File: config.mk
export PLATFORM = sky130hd
export DESIGN_NAME = sync_fifo_flags
export DESIGN_NICKNAME = d
export VERILOG_FILES = /design/src/rtl/fifo_pkg.sv /design/src/rtl/fifo_ram.sv /design/src/rtl/sync_fifo_flags.sv
export SDC_FILE = /design/constraint.sdc
export NUM_CORES = 1
export LEC_CHECK = 0
export BUFFER_PORTS_ARGS = -buffer_cell sky130_fd_sc_hd__buf_2
export CAP_MARGIN = 10
export CORE_ASPECT_RATIO = 0.6
export CORE_UTILIZATION = 50
export CTS_CLUSTER_SIZE = 12
export DETAILED_ROUTE_END_ITERATION = 10
export GPL_ROUTABILITY_DRIVEN = 0
export PLACE_DENSITY = 0.74
export SYNTH_ARGS = -nofsm -noshare
export SYNTH_HDL_FRONTEND = slang
export SYNTH_SLANG_ARGS = --single-unit
File: constraint.sdc
create_clock -name CLK -period 4.2 [get_ports CLK]
set_input_delay 0.84 -clock CLK [delete_from_list [all_inputs] [get_ports CLK]]
set_output_delay 0.84 -clock CLK [all_outputs]
set_load 0.01 [all_outputs]
File: src/rtl/fifo_pkg.sv
// Shared FIFO definitions: width helper, read-mode constants and default flag
// thresholds, common to the synchronous and asynchronous FIFO families.
package fifo_pkg;

    // Read-port modes: registered read, or first-word-fall-through
    localparam int unsigned FWFT_OFF = 0;
    localparam int unsigned FWFT_ON  = 1;

    // Default geometry and flag thresholds
    localparam int unsigned DEFAULT_BITS      = 8;
    localparam int unsigned DEFAULT_WORDS     = 4;
    localparam int unsigned DEFAULT_AE_LEVEL  = 2;
    localparam int unsigned DEFAULT_AF_MARGIN = 2;

    // Ceiling log2, usable in constant expressions
    function automatic int unsigned clog2(input int unsigned value);
        int unsigned result;
        int unsigned v;
        result = 0;
        if (value > 1) begin
            v = value - 1;
            while (v > 0) begin
                result = result + 1;
                v      = v >> 1;
            end
        end
        return result;
    endfunction

endpackage

File: src/rtl/fifo_ram.sv
// Simple dual-port FIFO storage: synchronous write; the read port is either
// combinational (fall-through mode) or a registered read with enable.
// Ports:
//   clk      - clock
//   wr_en    - write strobe, wr_addr / wr_data give location and value
//   rd_en    - read strobe (registered mode only), rd_addr gives location
//   rd_data  - read data
module fifo_ram
    import fifo_pkg::*;
#(
    parameter int unsigned BITS   = DEFAULT_BITS,
    parameter int unsigned DEPTH  = 2 ** DEFAULT_WORDS,
    parameter int unsigned FWFT   = FWFT_OFF,
    localparam int unsigned ADDR_W = clog2(DEPTH)
) (
    input  logic              clk,
    input  logic              wr_en,
    input  logic [ADDR_W-1:0] wr_addr,
    input  logic [BITS-1:0]   wr_data,
    input  logic              rd_en,
    input  logic [ADDR_W-1:0] rd_addr,
    output logic [BITS-1:0]   rd_data
);

    // Storage array; intentionally never reset
    logic [BITS-1:0] mem [DEPTH];

    always_ff @(posedge clk) begin
        if (wr_en) begin
            mem[wr_addr] <= wr_data;
        end
    end

    generate
        if (FWFT == FWFT_ON) begin : g_async_rd
            // Head entry is always visible; the controller owns the hold register
            logic unused_rd_en;
            assign unused_rd_en = rd_en;
            assign rd_data      = mem[rd_addr];
        end else begin : g_reg_rd
            // Output register loads only on an accepted read and holds otherwise
            always_ff @(posedge clk) begin
                if (rd_en) begin
                    rd_data <= mem[rd_addr];
                end
            end
        end
    endgenerate

endmodule

File: src/rtl/sync_fifo_flags.sv
// Single-clock FIFO with occupancy count, full/empty/almost flags and
// registered overflow/underflow pulses. Read port is registered (FWFT=0)
// or first-word-fall-through (FWFT=1).
// Ports:
//   CLK, RESET        - clock, asynchronous active-high reset
//   WE, DATAIN        - write request and data
//   RE                - read request (acknowledge of the head word in FWFT mode)
//   Q                 - read data
//   FULL, EMPTY       - COUNT == DEPTH, COUNT == 0
//   ALMOST_FULL/EMPTY - COUNT >= AF_LEVEL, COUNT <= AE_LEVEL
//   COUNT             - occupancy 0..DEPTH
//   OVERFLOW          - one-cycle pulse after a rejected write
//   UNDERFLOW         - one-cycle pulse after a rejected read
module sync_fifo_flags
    import fifo_pkg::*;
#(
    parameter int unsigned BITS     = DEFAULT_BITS,
    parameter int unsigned WORDS    = DEFAULT_WORDS,
    parameter int unsigned AF_LEVEL = (2 ** WORDS) - DEFAULT_AF_MARGIN,
    parameter int unsigned AE_LEVEL = DEFAULT_AE_LEVEL,
    parameter int unsigned FWFT     = FWFT_OFF
) (
    input  logic             CLK,
    input  logic             RESET,
    input  logic             WE,
    input  logic             RE,
    input  logic [BITS-1:0]  DATAIN,
    output logic [BITS-1:0]  Q,
    output logic             FULL,
    output logic             EMPTY,
    output logic             ALMOST_FULL,
    output logic             ALMOST_EMPTY,
    output logic [WORDS:0]   COUNT,
    output logic             OVERFLOW,
    output logic             UNDERFLOW
);

    localparam int unsigned DEPTH   = 2 ** WORDS;
    localparam int unsigned COUNT_W = WORDS + 1;

    // Threshold sanity: almost-full must be reachable, almost-empty must be below full
    generate
        if (AF_LEVEL > DEPTH || AE_LEVEL >= DEPTH) begin : g_bad_levels
            $error("sync_fifo_flags: AF_LEVEL must be <= DEPTH and AE_LEVEL < DEPTH");
        end
    endgenerate

    logic [WORDS-1:0]   wr_ptr;
    logic [WORDS-1:0]   rd_ptr;
    logic [COUNT_W-1:0] count_q;
    logic               overflow_q;
    logic               underflow_q;
    logic               wr_accept;
    logic               rd_accept;
    logic [BITS-1:0]    ram_rd_data;

    // Flags decode from the registered count
    assign COUNT        = count_q;
    assign FULL         = (count_q == COUNT_W'(DEPTH));
    assign EMPTY        = (count_q == '0);
    assign ALMOST_FULL  = (count_q >= COUNT_W'(AF_LEVEL));
    assign ALMOST_EMPTY = (count_q <= COUNT_W'(AE_LEVEL));
    assign OVERFLOW     = overflow_q;
    assign UNDERFLOW    = underflow_q;

    // Requests are gated by the pre-edge flags, so a full FIFO rejects a write
    // even if a read frees a slot on the same edge (and likewise for empty).
    assign wr_accept = WE && !FULL;
    assign rd_accept = RE && !EMPTY;

    // Pointers wrap naturally at DEPTH since DEPTH is a power of two
    always_ff @(posedge CLK or posedge RESET) begin
        if (RESET) begin
            wr_ptr <= '0;
            rd_ptr <= '0;
        end else begin
            if (wr_accept) begin
                wr_ptr <= wr_ptr + 1'b1;
            end
            if (rd_accept) begin
                rd_ptr <= rd_ptr + 1'b1;
            end
        end
    end

    // Occupancy count: simultaneous accepted write and read cancel out
    always_ff @(posedge CLK or posedge RESET) begin
        if (RESET) begin
            count_q <= '0;
        end else begin
            case ({wr_accept, rd_accept})
                2'b10:   count_q <= count_q + 1'b1;
                2'b01:   count_q <= count_q - 1'b1;
                default: count_q <= count_q;
            endcase
        end
    end

    // Rejected-request pulses, high for the single cycle after the edge
    always_ff @(posedge CLK or posedge RESET) begin
        if (RESET) begin
            overflow_q  <= 1'b0;
            underflow_q <= 1'b0;
        end else begin
            overflow_q  <= WE && FULL;
            underflow_q <= RE && EMPTY;
        end
    end

    fifo_ram #(
        .BITS  (BITS),
        .DEPTH (DEPTH),
        .FWFT  (FWFT)
    ) u_ram (
        .clk     (CLK),
        .wr_en   (wr_accept),
        .wr_addr (wr_ptr),
        .wr_data (DATAIN),
        .rd_en   (rd_accept),
        .rd_addr (rd_ptr),
        .rd_data (ram_rd_data)
    );

    generate
        if (FWFT == FWFT_ON) begin : g_fwft_q
            // Remember the last word acknowledged so Q holds while empty
            logic [BITS-1:0] q_hold;
            always_ff @(posedge CLK or posedge RESET) begin
                if (RESET) begin
                    q_hold <= '0;
                end else if (rd_accept) begin
                    q_hold <= ram_rd_data;
                end
            end
            assign Q = EMPTY ? q_hold : ram_rd_data;
        end else begin : g_reg_q
            // The RAM output register is not reset; mask it until the first
            // read after reset so Q reads zero out of reset.
            logic q_loaded;
            always_ff @(posedge CLK or posedge RESET) begin
                if (RESET) begin
                    q_loaded <= 1'b0;
                end else if (rd_accept) begin
                    q_loaded <= 1'b1;
                end
            end
            assign Q = q_loaded ? ram_rd_data : '0;
        end
    endgenerate

endmodule

Yosys cells after proc, flatten, opt, wreduce, memory -nomap -nowiden --
Memories as Yosys holds them, arrays and structs flattened. A register that Yosys moved wholly into a read port is not among the register bits. Cells that the tools add are included.
Storage, ports and cells: register bits 16, bits in latches 0, bits in writable memories 128, bits in read-only memories 0, input bits 12, output and inout port bits 19, logic and storage cells 28, memories kept 1
Cells by class: add/subtract/negate cells 4, multiply operators 0, divide/modulo/power cells 0, order comparisons 2, equality and inequality tests 3, shift operators 0, multiplexer cells 4, bitwise gates (word level) 0, reduce and logical (&&, ||, !) cells 8
Memories:
- u_ram.mem | words 16, width 8, read ports 1, clocked after Yosys merged registers in 1, write ports 1, RTL line fifo_ram.sv:26 | logic [BITS-1:0] mem [DEPTH];
Operators by type and width (count):
- $pmux W5 S2 | 1
- $add A4 B1 Y4 const B | 2
- $mux W8 | 1
- $add A5 B1 Y5 const B | 1
- $eq A5 B5 Y1 const B | 1
- $ge A5 B4 Y1 const B | 1
- $le A5 B2 Y1 const B | 1
- $logic_not A5 Y1 | 1
- $sub A5 B1 Y5 const B | 1
- $logic_and A1 B1 Y1 | 4
- $eq A2 B1 Y1 const B | 1
- $eq A2 B2 Y1 const B | 1
- $logic_not A1 Y1 | 2
- $mux W1 | 2
- $reduce_bool A2 Y1 | 1

Longest topological paths before layout --
word-level depth 5, depth in mapped cells 12, mapped depth without buffers 10

By module --
Synthesis repeated with hierarchy kept, for this count alone.
Second synthesis, totals: cells, all modules 312, area, all modules 6152.2 µm²
Modules (own cells, without submodules):
- fifo_ram | instances 1, cells each 229, area an instance 5227.5 µm², sequential area each 4083.9 µm²
- sync_fifo_flags | instances 1, cells each 83, area an instance 924.6 µm², sequential area each 400.4 µm²

Worst setup path before layout --
Ideal clock, no wire load.
kind input-to-reg, start point input port RE, end point register count_q[4] (netlist: COUNT[4]), library setup time 0.131 ns, arrival time 2.707 ns, required time 4.069 ns, setup slack 1.362 ns, stages on the path 9, path buffers 1, cells stage by stage a21boi_2 > ha_1 > clkbuf_1 > xor2_1 > ha_1 > o211a_1 > o31ai_1 > a31oi_1 > xor2_1
Between the ends: word-level cells in the longest chain between the ends 3, elaborated cells on any way between the ends 5, those cells by class eq/ne (2); mux (1); reduce/logical (2)
Ends and longest elaborated chain:
- from (decl) | RTL line sync_fifo_flags.sv:26 | input logic RE,
- $logic_and A1 B1 Y1 (*) | RTL line sync_fifo_flags.sv:69 | assign rd_accept = RE && !EMPTY;
- $eq A2 B1 Y1 or $eq A2 B2 Y1 (tied branches) | RTL line sync_fifo_flags.sv:91 | case ({wr_accept, rd_accept})
- $pmux W5 S2 or $reduce_bool A2 Y1 (tied branches)
- to (signal assigned) | RTL line sync_fifo_flags.sv:92 | 2'b10: count_q <= count_q + 1'b1;
- to (signal assigned) | RTL line sync_fifo_flags.sv:93 | 2'b01: count_q <= count_q - 1'b1;
- to (signal assigned) | RTL line sync_fifo_flags.sv:94 | default: count_q <= count_q;
- to (decl) | RTL line sync_fifo_flags.sv:50 | logic [COUNT_W-1:0] count_q;
Mark *: on every way between the ends. The rest lies on a longest branch, timed or not. A chain may end at the register's enable or synchronous reset.

Final worst setup path --
start point register count_q[1] (netlist: COUNT[1]), end point register count_q[4] (netlist: COUNT[4])
Between the ends: word-level cells in the longest chain between the ends 5, elaborated cells on any way between the ends 12, those cells by class add/sub (2); eq/ne (3); mux (1); reduce/logical (6)
Ends and longest elaborated chain (RTL line):
- $eq A5 B5 Y1 or $logic_not A5 Y1 (tied branches) | sync_fifo_flags.sv:59, sync_fifo_flags.sv:60
- $logic_not A1 Y1, on equally long branches | sync_fifo_flags.sv:68, sync_fifo_flags.sv:69
- $logic_and A1 B1 Y1, on equally long branches | sync_fifo_flags.sv:68, sync_fifo_flags.sv:69
- $eq A2 B1 Y1 or $eq A2 B2 Y1 (tied branches) | sync_fifo_flags.sv:91
- $pmux W5 S2 or $reduce_bool A2 Y1 (tied branches)
Parallel ways exist; a longest one is shown, timed or not.

==> results.tsv <==
metric	value	unit
cp-end-kind	flop	
synth_cells	358	
grt_pass1_vias	3273	
area.growth.synth_to_final	13.9	%
grt.busiest_layer	met2	
synth.top_cell.area_share	0.656	
synthArstFlopShare	0.105	
min-delay-path-class	in -> async	
post-cts-setup-buffers	0	
period_needed	2.95	ns
slowest_stage	dfrtp_1	
ioPinCount	31	
avgRoutedWirePerCell	21.5	µm
crit_type	reg -> reg	
grt_max_degree	28	
power_density	706	nW/µm²
path_cells	nor2_1 -> a31oi_2 -> inv_1 -> ha_1 -> xor2_1 -> ha_1 -> o211a_1 -> o31ai_1 -> a31oi_1 -> xor2_1	
ant_nets	0	
placed_cells	541	
synth_most_common_cell	edfxtp_1	
clock_latency	0.42	ns
clockBufferDepth	2	
vias	3273	
min_period_over_period	0.702	
slowest_delay	0.54	ns
rr_worst_depth	10	
maxCapViolations	0	
drive_above_1_share	0.228	
setup_violations	0	
first_iter_violations	503	
path_clk_slew	0.06	ns
syn_area_per_cell	17.4	µm²
cts_hold_buf	0	
clock-sinks	152	
cts-resized-gates	0	
row_count	31	
ir_drop	0.360	mV
r2r-end	COUNT[4]	
nFillCells	917	
core_area	12100	µm²
worstPathMaxFanout	12	
antenna_found_initial	0	
grt.total_usage	0.211	
slew-limit-headroom	0.329	
firstDrtPassIters	4	
fmax	339	MHz
die-area	12900	µm²
drv_slew	0	
grt_pass1_wl	19.0	mm
r2r_slack	1.25	ns
grtUsageMet3	0.0402	
layoutNonFillerInstCount	573	
htreeDepth	4	
synthDistinctLibCells	42	
cts_tree	built	
tightestPinTransition	1.00	ns
initial_core_util	0.515	
die_x	146	µm
yosys.area.top_type	edfxtp_1	
dp_hpwl	8.18	mm
synth_seq_cells	152	
die_y	88.5	µm
place_area	6500	µm²
status	finished, final reports clean	
io_buffer_count	30	
stdcell_area	7100	µm²
gr-total-overflow	0	
yosys_warnings	0	
tns	0	ns
syn-num-nets	379	
finish.net_count	416	
globalRouteMet2Util	0.325	
n_antenna_cell	0	
cp_num_buf_inv	1	
yosys-top-cells-count	edfxtp_1 (136), mux2i_1 (32), dfrtp_1 (16), mux4_2 (16), nor2_1 (16)	
crit_family	compound AO/OA/AOI/OAI gates	
synthFlopType	edfxtp_1	
crit_required	4.49	ns
drt-total-wl	12.3	mm
clock-root-buffer	clkbuf_16	
worst_clock_skew	0.0139	ns
arrival	3.23	ns
cts_buffers	17	
ys_top_cells_by_area	edfxtp_1 (66%), dfrtp_1 (6.4%), mux4_2 (5.8%), mux2i_1 (5.1%), a221oi_1 (2.1%)	
synth_edf_count	136	
drc_errors	0	
r2r_start	COUNT[1]	
rsz0062_at_grt	false	
via_per_inst	5.71	
p_leak	2.53	nW
start_kind	flop	
final-hold-violation-count	0	
seq_area_frac_synth	0.720	
syn_area	6230	µm²
grtUsageMet1	0.305	
## where the power goes
| group | internal [mW] | switching [mW] | total [mW] |
|---|---|---|---|
| Combinational | 0.596 | 0.715 | 1.31 |
| Sequential | 1.91 | 0.286 | 2.20 |
| Clock | 0.918 | 0.587 | 1.51 |
## cells by family (layout without fill, tap and decap cells)
logic type	Yosys count	count (layout)	synth area share
AO/OA/AOI/OAI	48	48	0.0572
adder cells (fa/ha/maj)	9	9	0.0181
flip-flops	152	152	0.720
multiplexers	50	50	0.113
buffers and inverters	27	77	0.0281
XOR/XNOR	11	11	0.0155
AND/OR/NAND/NOR	61	61	0.0484
## through the flow
step	utilization	total power [mW]	setup slack (ns)	hold WS (ns)
4_1_cts	0.586	5.03	1.26	0.535
2_1_floorplan	-	3.16	1.36	0.529
5_1_grt	0.586	5.25	1.01	0.564
3_5_place_dp	0.537	3.53	1.04	0.605
6_report	0.586	5.01	1.25	0.519
3_3_place_gp	0.537	3.47	1.27	0.577
## area by class of cell
class	count	area [µm²]	area share
clock buffer	23	510	0.0719
inverter	7	26.3	0.00370
tap	165	206	0.0291
timing repair buffer	38	210	0.0296
clock inverter	9	87.6	0.0123
multi-input combinational	179	1570	0.221
sequential	152	4490	0.632
## state kept, by name (all words and copies together), names as in the netlist
register	flops
UNDERFLOW	1
u_ram.rd_data	8
rd_ptr	4
u_ram.mem	128
g_reg_q.q_loaded	1
COUNT	5
wr_ptr	4
OVERFLOW	1
## layer usage
| metal | share of wire | up-vias | wire [µm] |
|---|---|---|---|
| met5 | 0 | - | 0 |
| met2 | 0.46 | 111 | 5640 |
| met4 | 0.0071 | 0 | 87 |
| met3 | 0.077 | 8 | 951 |
| met1 | 0.46 | 1674 | 5660 |
| li1 | - | 1480 | - |
## worst register-to-register path, cell delays in order (launching register included)
cell,delay [ns]
dfrtp_1,0.54
nor2_1,0.17
a31oi_2,0.47
inv_1,0.13
ha_1,0.31
xor2_1,0.21
ha_1,0.24
o211a_1,0.23
o31ai_1,0.26
a31oi_1,0.09
xor2_1,0.17
## cell usage in the layout, fill, tap and decap left out, drive strengths merged, types with 2 or more instances in the layout
| cell type | count |
|---|---|
| dfrtp | 16 |
| nor2 | 16 |
| clkinvlp | 4 |
| edfxtp | 136 |
| and2 | 11 |
| buf | 38 |
| a22oi | 8 |
| inv | 7 |
| and3 | 2 |
| nand2b | 3 |
| nor3 | 6 |
| clkinv | 4 |
| mux4 | 16 |
| nor2b | 2 |
| nand2 | 15 |
| a221oi | 16 |
| mux2 | 2 |
| xnor2 | 6 |
| a31oi | 2 |
| clkbuf | 23 |
| ha | 9 |
| a21oi | 4 |
| o21ai | 13 |
| mux2i | 32 |
| xor2 | 5 |
## worst max path at each step
stage / startpoint / endpoint / slack, ns / cells past startpoint
3_5_place_dp: WE / COUNT[4] / 1.04 / 11
3_3_place_gp: WE / COUNT[4] / 1.27 / 11
5_1_grt: COUNT[1] / COUNT[4] / 1.01 / 10
2_1_floorplan: RE / COUNT[4] / 1.36 / 9
6_report: COUNT[1] / COUNT[4] / 1.25 / 10
4_1_cts: COUNT[1] / COUNT[4] / 1.26 / 10
No activity file was read; power rests on OpenSTA's default activity.
